## src/rtl/hazard_scoreboard_if.sv

```systemverilog
// hazard_scoreboard_if
// Bundles the ID-stage instruction/control inputs and the hazard-resolution
// results exchanged between decode and the EX operand muxes.
//   inst_in/inst_valid : ID-stage instruction and its qualifier
//   hold/flush         : pipeline freeze and ID-kill controls
//   rs1/rs2/rd         : decoded register fields
//   fwd_sel1/fwd_sel2  : operand source selects (0 = regfile, k+1 = stage k)
//   stall/stall_cnt    : load-use / RAW stall and its saturating counter
// Modports: master drives the instruction side, slave is the scoreboard.
interface hazard_scoreboard_if #(
    parameter int NUM_STAGES = 3,
    parameter int CNT_W      = 16
);
    localparam int SW = $clog2(NUM_STAGES + 1);

    logic [31:0]      inst_in;
    logic             inst_valid;
    logic             hold;
    logic             flush;
    logic [4:0]       rs1;
    logic [4:0]       rs2;
    logic [4:0]       rd;
    logic [SW-1:0]    fwd_sel1;
    logic [SW-1:0]    fwd_sel2;
    logic             stall;
    logic [CNT_W-1:0] stall_cnt;

    modport master (
        output inst_in, inst_valid, hold, flush,
        input  rs1, rs2, rd, fwd_sel1, fwd_sel2, stall, stall_cnt
    );

    modport slave (
        input  inst_in, inst_valid, hold, flush,
        output rs1, rs2, rd, fwd_sel1, fwd_sel2, stall, stall_cnt
    );
endinterface

```

## src/rtl/hazard_scoreboard.sv

```systemverilog
// hazard_scoreboard
// RAW-hazard scoreboard for an RV32I pipeline. Decodes the ID instruction,
// tracks the destinations of NUM_STAGES in-flight instructions after ID and
// produces per-operand forwarding selects, a load-use stall and a saturating
// count of stalled cycles.
// Ports:
//   clk   : rising-edge clock
//   rst_n : asynchronous active-low reset
//   bus   : hazard_scoreboard_if.slave (instruction in, decode/hazard out)
module hazard_scoreboard #(
    parameter int NUM_STAGES = 3,
    parameter int LOAD_READY = 1,
    parameter int FWD_EN     = 1,
    parameter int CNT_W      = 16
) (
    input  logic                clk,
    input  logic                rst_n,
    hazard_scoreboard_if.slave  bus
);
    localparam int SW = $clog2(NUM_STAGES + 1);

    localparam logic [6:0] OP_LUI    = 7'b0110111;
    localparam logic [6:0] OP_AUIPC  = 7'b0010111;
    localparam logic [6:0] OP_JAL    = 7'b1101111;
    localparam logic [6:0] OP_JALR   = 7'b1100111;
    localparam logic [6:0] OP_LOAD   = 7'b0000011;
    localparam logic [6:0] OP_IMM    = 7'b0010011;
    localparam logic [6:0] OP_BRANCH = 7'b1100011;
    localparam logic [6:0] OP_STORE  = 7'b0100011;
    localparam logic [6:0] OP_OP     = 7'b0110011;

    // Tracker: one entry per downstream stage, index 0 = youngest (EX).
    logic [NUM_STAGES-1:0]      v_r;
    logic [NUM_STAGES-1:0][4:0] rd_r;
    logic [NUM_STAGES-1:0]      ld_r;
    logic [CNT_W-1:0]           stall_cnt_r;

    logic [6:0]    opcode_s;
    logic [4:0]    rd_s;
    logic [4:0]    rs1_s;
    logic [4:0]    rs2_s;
    logic          is_load_s;
    logic          hit1_s;
    logic          hit2_s;
    logic          lu1_s;
    logic          lu2_s;
    logic [SW-1:0] idx1_s;
    logic [SW-1:0] idx2_s;
    logic          st1_s;
    logic          st2_s;
    logic [SW-1:0] fwd1_s;
    logic [SW-1:0] fwd2_s;
    logic          stall_s;
    logic          enter_s;
    logic          unused_bits_s;

    // funct3/funct7 do not affect hazards; fold them so they are not dangling.
    assign unused_bits_s = ^{bus.inst_in[31:25], bus.inst_in[14:12]};
    assign opcode_s      = bus.inst_in[6:0];

    // Decode register fields according to the opcode's format.
    always_comb begin
        rd_s      = 5'd0;
        rs1_s     = 5'd0;
        rs2_s     = 5'd0;
        is_load_s = 1'b0;
        if (bus.inst_valid) begin
            case (opcode_s)
                OP_LUI, OP_AUIPC, OP_JAL: begin
                    rd_s = bus.inst_in[11:7];
                end
                OP_JALR, OP_IMM: begin
                    rd_s  = bus.inst_in[11:7];
                    rs1_s = bus.inst_in[19:15];
                end
                OP_LOAD: begin
                    rd_s      = bus.inst_in[11:7];
                    rs1_s     = bus.inst_in[19:15];
                    is_load_s = 1'b1;
                end
                OP_BRANCH, OP_STORE: begin
                    rs1_s = bus.inst_in[19:15];
                    rs2_s = bus.inst_in[24:20];
                end
                OP_OP: begin
                    rd_s  = bus.inst_in[11:7];
                    rs1_s = bus.inst_in[19:15];
                    rs2_s = bus.inst_in[24:20];
                end
                default: begin
                    rd_s      = 5'd0;
                    rs1_s     = 5'd0;
                    rs2_s     = 5'd0;
                    is_load_s = 1'b0;
                end
            endcase
        end else begin
            rd_s      = 5'd0;
            rs1_s     = 5'd0;
            rs2_s     = 5'd0;
            is_load_s = 1'b0;
        end
    end

    // Find the youngest matching stage per operand; the scan stops at the
    // first hit so older producers of the same register are ignored.
    // lu*_s flags a load whose data is not yet available at that stage.
    always_comb begin
        hit1_s = 1'b0;
        hit2_s = 1'b0;
        lu1_s  = 1'b0;
        lu2_s  = 1'b0;
        idx1_s = '0;
        idx2_s = '0;
        for (int k = 0; k < NUM_STAGES; k++) begin
            if (!hit1_s && v_r[k] && (rs1_s != 5'd0) && (rd_r[k] == rs1_s)) begin
                hit1_s = 1'b1;
                idx1_s = SW'(k);
                lu1_s  = ld_r[k] && (k < LOAD_READY);
            end else begin
                hit1_s = hit1_s;
            end
            if (!hit2_s && v_r[k] && (rs2_s != 5'd0) && (rd_r[k] == rs2_s)) begin
                hit2_s = 1'b1;
                idx2_s = SW'(k);
                lu2_s  = ld_r[k] && (k < LOAD_READY);
            end else begin
                hit2_s = hit2_s;
            end
        end
    end

    // Resolve each match into either a forward select or a stall request.
    always_comb begin
        st1_s  = 1'b0;
        st2_s  = 1'b0;
        fwd1_s = '0;
        fwd2_s = '0;
        if (FWD_EN != 0) begin
            st1_s  = lu1_s;
            st2_s  = lu2_s;
            fwd1_s = (hit1_s && !lu1_s) ? (idx1_s + SW'(1)) : '0;
            fwd2_s = (hit2_s && !lu2_s) ? (idx2_s + SW'(1)) : '0;
        end else begin
            st1_s  = hit1_s;
            st2_s  = hit2_s;
            fwd1_s = '0;
            fwd2_s = '0;
        end
    end

    // A flushed or bubble ID slot never stalls; flush beats the stall.
    assign stall_s = (st1_s | st2_s) & bus.inst_valid & ~bus.flush;
    // Writes to x0 are tracked as bubbles so they can never match.
    assign enter_s = bus.inst_valid & ~stall_s & ~bus.flush & (rd_s != 5'd0);

    // Advance the tracker one stage per unfrozen cycle.
    always_ff @(posedge clk or negedge rst_n) begin
        if (!rst_n) begin
            v_r  <= '0;
            rd_r <= '0;
            ld_r <= '0;
        end else if (!bus.hold) begin
            for (int k = 1; k < NUM_STAGES; k++) begin
                v_r[k]  <= v_r[k-1];
                rd_r[k] <= rd_r[k-1];
                ld_r[k] <= ld_r[k-1];
            end
            v_r[0]  <= enter_s;
            rd_r[0] <= rd_s;
            ld_r[0] <= is_load_s;
        end else begin
            v_r  <= v_r;
            rd_r <= rd_r;
            ld_r <= ld_r;
        end
    end

    // Count stalled, unfrozen cycles; saturate at all-ones.
    always_ff @(posedge clk or negedge rst_n) begin
        if (!rst_n) begin
            stall_cnt_r <= '0;
        end else if (stall_s && !bus.hold && (stall_cnt_r != {CNT_W{1'b1}})) begin
            stall_cnt_r <= stall_cnt_r + CNT_W'(1);
        end else begin
            stall_cnt_r <= stall_cnt_r;
        end
    end

    assign bus.rs1       = rs1_s;
    assign bus.rs2       = rs2_s;
    assign bus.rd        = rd_s;
    assign bus.fwd_sel1  = fwd1_s;
    assign bus.fwd_sel2  = fwd2_s;
    assign bus.stall     = stall_s;
    assign bus.stall_cnt = stall_cnt_r;
endmodule

```

## src/flat_wrapper.sv

```systemverilog
// flat-port wrapper written by rule: the top's interface ports become plain ports
module hazard_scoreboard_flat 
#(
    parameter int NUM_STAGES = 3,
    parameter int LOAD_READY = 1,
    parameter int FWD_EN     = 1,
    parameter int CNT_W      = 16
)
  (clk, rst_n, bus_inst_in, bus_inst_valid, bus_hold, bus_flush, bus_rs1, bus_rs2, bus_rd, bus_fwd_sel1, bus_fwd_sel2, bus_stall, bus_stall_cnt);
  hazard_scoreboard_if #(.NUM_STAGES(NUM_STAGES), .CNT_W(CNT_W)) bus_i ();
  input  logic clk;
  input  logic rst_n;
  input wire logic [$bits(bus_i.inst_in)-1:0] bus_inst_in;
  input wire logic [$bits(bus_i.inst_valid)-1:0] bus_inst_valid;
  input wire logic [$bits(bus_i.hold)-1:0] bus_hold;
  input wire logic [$bits(bus_i.flush)-1:0] bus_flush;
  output wire logic [$bits(bus_i.rs1)-1:0] bus_rs1;
  output wire logic [$bits(bus_i.rs2)-1:0] bus_rs2;
  output wire logic [$bits(bus_i.rd)-1:0] bus_rd;
  output wire logic [$bits(bus_i.fwd_sel1)-1:0] bus_fwd_sel1;
  output wire logic [$bits(bus_i.fwd_sel2)-1:0] bus_fwd_sel2;
  output wire logic [$bits(bus_i.stall)-1:0] bus_stall;
  output wire logic [$bits(bus_i.stall_cnt)-1:0] bus_stall_cnt;
  assign bus_i.inst_in = bus_inst_in;
  assign bus_i.inst_valid = bus_inst_valid;
  assign bus_i.hold = bus_hold;
  assign bus_i.flush = bus_flush;
  assign bus_rs1 = bus_i.rs1;
  assign bus_rs2 = bus_i.rs2;
  assign bus_rd = bus_i.rd;
  assign bus_fwd_sel1 = bus_i.fwd_sel1;
  assign bus_fwd_sel2 = bus_i.fwd_sel2;
  assign bus_stall = bus_i.stall;
  assign bus_stall_cnt = bus_i.stall_cnt;
  hazard_scoreboard #(.NUM_STAGES(NUM_STAGES), .LOAD_READY(LOAD_READY), .FWD_EN(FWD_EN), .CNT_W(CNT_W)) u_core (.clk(clk), .rst_n(rst_n), .bus(bus_i));
endmodule
```

## config.mk

```make
export PLATFORM = sky130hd
export DESIGN_NAME = hazard_scoreboard_flat
export DESIGN_NICKNAME = d
export VERILOG_FILES = /design/src/rtl/hazard_scoreboard_if.sv /design/src/rtl/hazard_scoreboard.sv /design/src/flat_wrapper.sv
export SDC_FILE = /design/constraint.sdc
export NUM_CORES = 1
export LEC_CHECK = 0
export CORE_ASPECT_RATIO = 0.75
export CORE_MARGIN = 4
export CORE_UTILIZATION = 49
export CTS_BUF_LIST = sky130_fd_sc_hd__clkbuf_8
export CTS_CLUSTER_SIZE = 10
export DETAILED_ROUTE_END_ITERATION = 16
export MAX_ROUTING_LAYER = met4
export PLACE_DENSITY = 0.95
export SETUP_SLACK_MARGIN = 0.05
export SLEW_MARGIN = 20
export SYNTH_ARGS = -nofsm -noshare
export SYNTH_HDL_FRONTEND = slang
export SYNTH_SLANG_ARGS = --single-unit
```

## constraint.sdc

```tcl
create_clock -name clk -period 3.1 [get_ports clk]
set_input_delay 0.62 -clock clk [delete_from_list [all_inputs] [get_ports clk]]
set_output_delay 0.62 -clock clk [all_outputs]
set_load 0.05 [all_outputs]
```

==> results of run 1 <==
layout make-up:
cell class / count / area share
Inverter: 12 / 0.0113
Tap cell: 60 / 0.0188
Timing Repair Buffer: 116 / 0.306
Sequential cell: 35 / 0.219
Clock inverter: 2 / 0.00406
Clock buffer: 6 / 0.0206
Multi-Input combinational cell: 202 / 0.420
registers in the layout, indices dropped and copies added (netlist names):
| signal | flops |
|---|---|
| u_core.bus.stall_cnt | 16 |
| u_core.rd_r | 15 |
| u_core.v_r | 3 |
| u_core.ld_r | 1 |
through the flow:
stage / area, µm² / worst slack, ns
CTS: 3960 / 0.0263
floorplan: 2480 / 0.108
global placement: 3650 / -0.288
finish: 4000 / 0.0655
global route: 4000 / -0.00544
detailed placement: 3650 / -0.492
cell usage in the layout (no fill, tap or decap), types with 3 or more instances in the layout:
| master | n |
|---|---|
| a21oi_1 | 3 |
| dfrtp_1 | 35 |
| o2111ai_1 | 3 |
| dlygate4sd2_1 | 4 |
| nand2_1 | 16 |
| nor4_1 | 3 |
| nor4b_2 | 4 |
| nand4_1 | 8 |
| nand3_1 | 9 |
| buf_12 | 21 |
| inv_1 | 12 |
| nor4_2 | 5 |
| nor3_1 | 9 |
| mux2_2 | 13 |
| o21ai_0 | 7 |
| o21ai_2 | 3 |
| clkbuf_8 | 6 |
| buf_4 | 48 |
| clkdlybuf4s50_1 | 24 |
| nor2_1 | 16 |
| clkbuf_2 | 6 |
| xor2_1 | 16 |
| dlymetal6s2s_1 | 5 |
| and2_1 | 16 |
| buf_6 | 6 |
| nand2b_1 | 4 |
| xnor2_1 | 14 |
critical path: stages:
cell and delay, ns:
buf_4 0.13, and2_4 0.16, or3_4 0.40, buf_6 0.13, a2111oi_4 0.43, buf_4 0.20, nand2_2 0.06, o21ai_2 0.11
buf_12 0.16
logic make-up (layout without fill, tap and decap cells):
logic type	after synthesis	in the layout	share of synthesized area
simple gates	114	114	0.285
flops	35	35	0.355
mux	13	13	0.0593
compound gates	43	43	0.144
buf+inv	23	136	0.0416
fa+ha+maj	1	1	0.00507
xor+xnor	31	31	0.110
worst min path at each step:
stage                     slack (ns)                                    to  depth (start not counted)                                  from
after floorplan                 0.32   u_core.bus.stall_cnt[0]$_DFFE_PN0P_                          0                                 rst_n
after global placement          0.48   u_core.bus.stall_cnt[5]$_DFFE_PN0P_                          1   u_core.bus.stall_cnt[5]$_DFFE_PN0P_
after detailed placement        0.48   u_core.bus.stall_cnt[5]$_DFFE_PN0P_                          1   u_core.bus.stall_cnt[5]$_DFFE_PN0P_
after CTS                       0.50  u_core.bus.stall_cnt[10]$_DFFE_PN0P_                          1  u_core.bus.stall_cnt[10]$_DFFE_PN0P_
after global routing            0.52  u_core.bus.stall_cnt[10]$_DFFE_PN0P_                          1  u_core.bus.stall_cnt[10]$_DFFE_PN0P_
final                           0.51   u_core.bus.stall_cnt[5]$_DFFE_PN0P_                          1   u_core.bus.stall_cnt[5]$_DFFE_PN0P_
routing by layer:
layer	routed length [µm]	global-route usage	vias to the layer above	share of wire
met1	3820	0.376	1315	0.39
li1	-	-	1174	-
met2	4390	0.489	217	0.45
met4	557	0.144	0	0.057
met3	958	0.0879	72	0.098
met5	0	-	-	0
repair_timing:
action,CTS,global route
gates resized for setup,47,30
pin swaps,7,15
setup endpoints to repair,21,10
setup buffers,8,3
where the power goes:
part / leakage, nW / internal [mW] / switching [mW] / total (mW)
logic: 1.22 / 0.0859 / 0.0955 / 0.181
registers: 0.483 / 0.459 / 0.00680 / 0.466
clock network: 0.0474 / 0.181 / 0.182 / 0.363
==> results.yml, run 1 <==
timing:
  finalSetupViolCount: 0
  fmax_ghz: 0.330
  slew_headroom: 0.641
  period_share: 0.979
  skew_ns: 0.00728
  maxSlewViolCount: 0
  tns_ns: 0
  timing.hold.ws_ns: 0.510
  worst_pin_slew_ns: 0.537
  hold_viol: 0
  period_minus_slack_ns: 3.03
die:
  fp.dieH_um: 69.5
  die_width_um: 90.0
  ios: 73
  dieArea_um2: 6250
  core_um2: 4870
  start_util: 0.507
  rows: 22
clocking:
  cts_buffer_depth: 2
  ctsHoldBuffers: 0
  clock_latency_ns: 0.30
  htreeDepth: 2
  cts_sinks: 35
  root_buffer: "clkbuf_8"
  cts_buffers: 5
  cts_tree: "done"
  path_clk_slew_ns: 0.08
layout:
  fin_nets: 410
  syn2layout_area_growth_pct: 62.1
  instances_no_fill: 433
  multi_input_area_um2: 1680
  drive_gt1_frac: 0.389
  diodes: 0
  utilization: 0.822
  regArea_um2: 876
  fillCellCount: 248
detailed_routing:
  final_antenna_net_count: 0
  viasPerCell: 6.42
  drc: 0
  detail_route.iter0.violations: 440
  routed_wl_um: 9730
  wl_per_cell_um: 22.5
  drt_first_pass_iters: 6
  vias: 2778
power_and_ir_drop:
  p_per_area_nw_per_um2: 253
  leakage_nw: 1.75
  ir_worst_vdd_mv: 0.250
  finalPower_mw: 1.01
setup_path:
  reg2reg_slack_ns: 0.38
  endpoint: "bus_fwd_sel2[0]"
  startpoint: "bus_inst_in[6]"
  crit_type: "in2out"
  cp-end-kind: "output port"
  ff2ff_path_depth: 11
  start_kind: "primary input"
  required_ns: 2.48
  path_max_fanout: 6
  arrival_ns: 2.41
  reg2reg_to: "u_core.bus.stall_cnt[9]$_DFFE_PN0P_"
  reg2reg_from: "u_core.rd_r[3]$_DFFE_PN0N_"
global_route:
  antenna_found_initial: 0
  grt_max_degree: 36
  grt_pass1_vias: 2759
  track_usage: 0.312
  grt_overflow: 0
  grt_pass1_wl_um: 14900
worst_hold_path:
  hp-class: "reg2reg"
logic_synthesis:
  ys_async_sr_fraction: 1.00
  syn_area_per_cell_um2: 9.49
  synth_top_area_cell: "dfrtp_1"
  ys_seq_area_frac: 0.355
  synthFlopType: "dfrtp_1"
  yosysUniqueCellTypes: 56
  synth_edf_count: 0
  syn_nets: 298
  yosys_warnings: 0
  synth_top_area_share: 0.355
  synth_area_leaders: "dfrtp_1 35%, mux2_2 5.9%, xor2_1 5.7%, xnor2_1 5.3%, and2_1 4.3%"
  postSynthCellCount: 260
  syn-cell-area_um2: 2470
  post-synth-top-count-cell: "dfrtp_1"
  ys_ff_latch: 35
  synth_common_cells: "35 x dfrtp_1, 18 x nor2_1, 17 x and2_1, 17 x nand2_1, 16 x xor2_1"
placed_design:
  io_buffers: 62
  dp_cells: 414
  dp_hpwl_um: 6010
  gp_congestion: 0.988
status:
  status: "completed"
job:
  drv_cap: 0
Power figures use the tool's default switching activity.
==> run 2, diff against run 1 <==
==> constraint.sdc (replaced) <==
create_clock -name clk -period 2.9 [get_ports clk]
set_input_delay 0.725 -clock clk [delete_from_list [all_inputs] [get_ports clk]]
set_output_delay 0.725 -clock clk [all_outputs]
set_load 0.05 [all_outputs]
==> results.yml, run 2 (synthesis results as in run 1) <==
status:
  status: "complete, but fails checks"
  failed_checks: "negative setup slack"
clocking:
  path_clk_slew_ns: 0.06
  cts_buffers: 5
  cts_buffer_depth: 2
  cts_tree: "done"
  cts_sinks: 35
  clock_latency_ns: 0.30
  htreeDepth: 2
  root_buffer: "clkbuf_8"
layout:
  drive_gt1_frac: 0.485
  syn2layout_area_growth_pct: 78.1
  instances_no_fill: 456
  final_common_cell: "buf_4"
  fin_nets: 434
  mostFrequentLayoutCells: "62 x buf_4, 35 x dfrtp_1, 24 x clkdlybuf4s50_1"
  largest_reg_flops: 16
  utilization: 0.902
  diodes: 0
global_route:
  antenna_found_initial: 0
  grt_overflow: 0
  grt_pass1_vias: 3013
  grt_pass1_wl_um: 16600
  track_usage: 0.354
  grt_max_degree: 36
timing:
  period_minus_slack_ns: 3.34
  skew_ns: 0.0198
  maxSlewViolCount: 0
  period_share: 1.15
  fmax_ghz: 0.299
  worst_pin_slew_ns: 0.643
  rsz0062_at_grt: "yes"
  hold_viol: 0
  slew_headroom: 0.571
  finalSetupViolCount: 13
  fin_ws_ns: -0.440
power_and_ir_drop:
  seqPwrFrac: 0.449
  ir_worst_vdd_mv: 0.323
  p_per_area_nw_per_um2: 253
  pwr-share-comb: 0.219
  p_sw_mw: 0.323
  leakage_nw: 1.91
  swShare: 0.290
  clkPwrFrac: 0.332
  internal_power_mw: 0.790
setup_path:
  cp-end-kind: "output port"
  cp_top_family: "buffers and inverters"
  arrival_ns: 2.61
  path_max_fanout: 5
  required_ns: 2.17
  critical_path_buf_inv_count: 4
  critical-path-max-stage-delay_ns: 0.48
  worst_path_most_repeated_cell: "buf_6"
  path_cells: "clkbuf_2, xnor2_1, nand4_1, a2111oi_4, buf_6, buf_6, o21ai_4, buf_12"
  crit_type: "in2out"
  start_kind: "primary input"
  slowest_stage: "a2111oi_4"
die:
  start_util: 0.507
  fp.dieH_um: 69.5
  ios: 73
  core_um2: 4870
  die_width_um: 90.0
  dieArea_um2: 6250
  rows: 22
detailed_routing:
  viasPerCell: 7.10
  final_antenna_net_count: 0
  drc: 0
  routed_wl_um: 12900
  wl_per_cell_um: 28.2
  drt_first_pass_iters: 6
  detail_route.iter0.violations: 567
  vias: 3239
worst_hold_path:
  hp-class: "reg2reg"
job:
  drv_cap: 0
placed_design:
  gp_congestion: 0.976
  io_buffers: 62
  dp_cells: 419
  dp_hpwl_um: 6070
  pre_cts_slack_ns: -0.737
run 2: path summary, 6_finish.rpt:
check | start | end | slack (ns) | cells after the start
max | bus_inst_in[20] | bus_fwd_sel2[0] | -0.44 | 8
min | u_core.bus.stall_cnt[5]$_DFFE_PN0P_ | u_core.bus.stall_cnt[5]$_DFFE_PN0P_ | 0.52 | 1
max reg2reg | u_core.rd_r[4]$_DFFE_PN0N_ | u_core.bus.stall_cnt[8]$_DFFE_PN0P_ | 0.14 | 9
min reg2reg | u_core.bus.stall_cnt[5]$_DFFE_PN0P_ | u_core.bus.stall_cnt[5]$_DFFE_PN0P_ | 0.52 | 1
max in group asynchronous | rst_n | u_core.rd_r[4]$_DFFE_PN0N_ | 1.71 | 2
min in group asynchronous | rst_n | u_core.bus.stall_cnt[15]$_DFFE_PN0P_ | 0.83 | 2
run 2: final cells by class:
class	count	area (µm²)
flip-flops and latches	35	876
inverters	12	45.0
multi-input cells	203	1900
fillers	186	477
clock inverters	1	5.00
repair buffers	139	1410
well taps	60	75.1
clock buffers	6	82.6
run 2: power groups by stage:
stage / Clock (mW) / Sequential, mW / Combinational (mW)
2_1_floorplan: 0 / 0.505 / 0.0750
3_3_place_gp: 0 / 0.506 / 0.173
3_5_place_dp: 0 / 0.506 / 0.180
4_1_cts: 0.359 / 0.498 / 0.206
5_1_grt: 0.393 / 0.499 / 0.251
6_report: 0.370 / 0.500 / 0.244
run 2: timing repair:
action / CTS / global route
resized for setup: 103 / 34
gates cloned: 0 / 1
pin swaps: 28 / 23
buffers inserted: 18 / 11
endpoints found under the setup margin: 36 / 26
hold buffers: 0 / 0
run 2: layer usage:
metal	vias up	share of wire	global-route usage
met2	374	0.44	0.551
met1	1495	0.34	0.427
li1	1224	-	-
met5	-	0	-
met4	0	0.086	0.180
met3	146	0.14	0.0933
run 2: through the flow:
| stage | TNS (ns) | area [µm²] | power (mW) | hold slack (ns) |
|---|---|---|---|---|
| after floorplan | -0.421 | 2540 | 0.580 | 0.429 |
| after global placement | -10.05 | 3730 | 0.679 | 0.473 |
| after detailed placement | -13.15 | 3730 | 0.687 | 0.485 |
| after CTS | -0.788 | 4190 | 1.06 | 0.498 |
| after global routing | -2.77 | 4400 | 1.14 | 0.533 |
| final | -2.70 | 4400 | 1.11 | 0.521 |
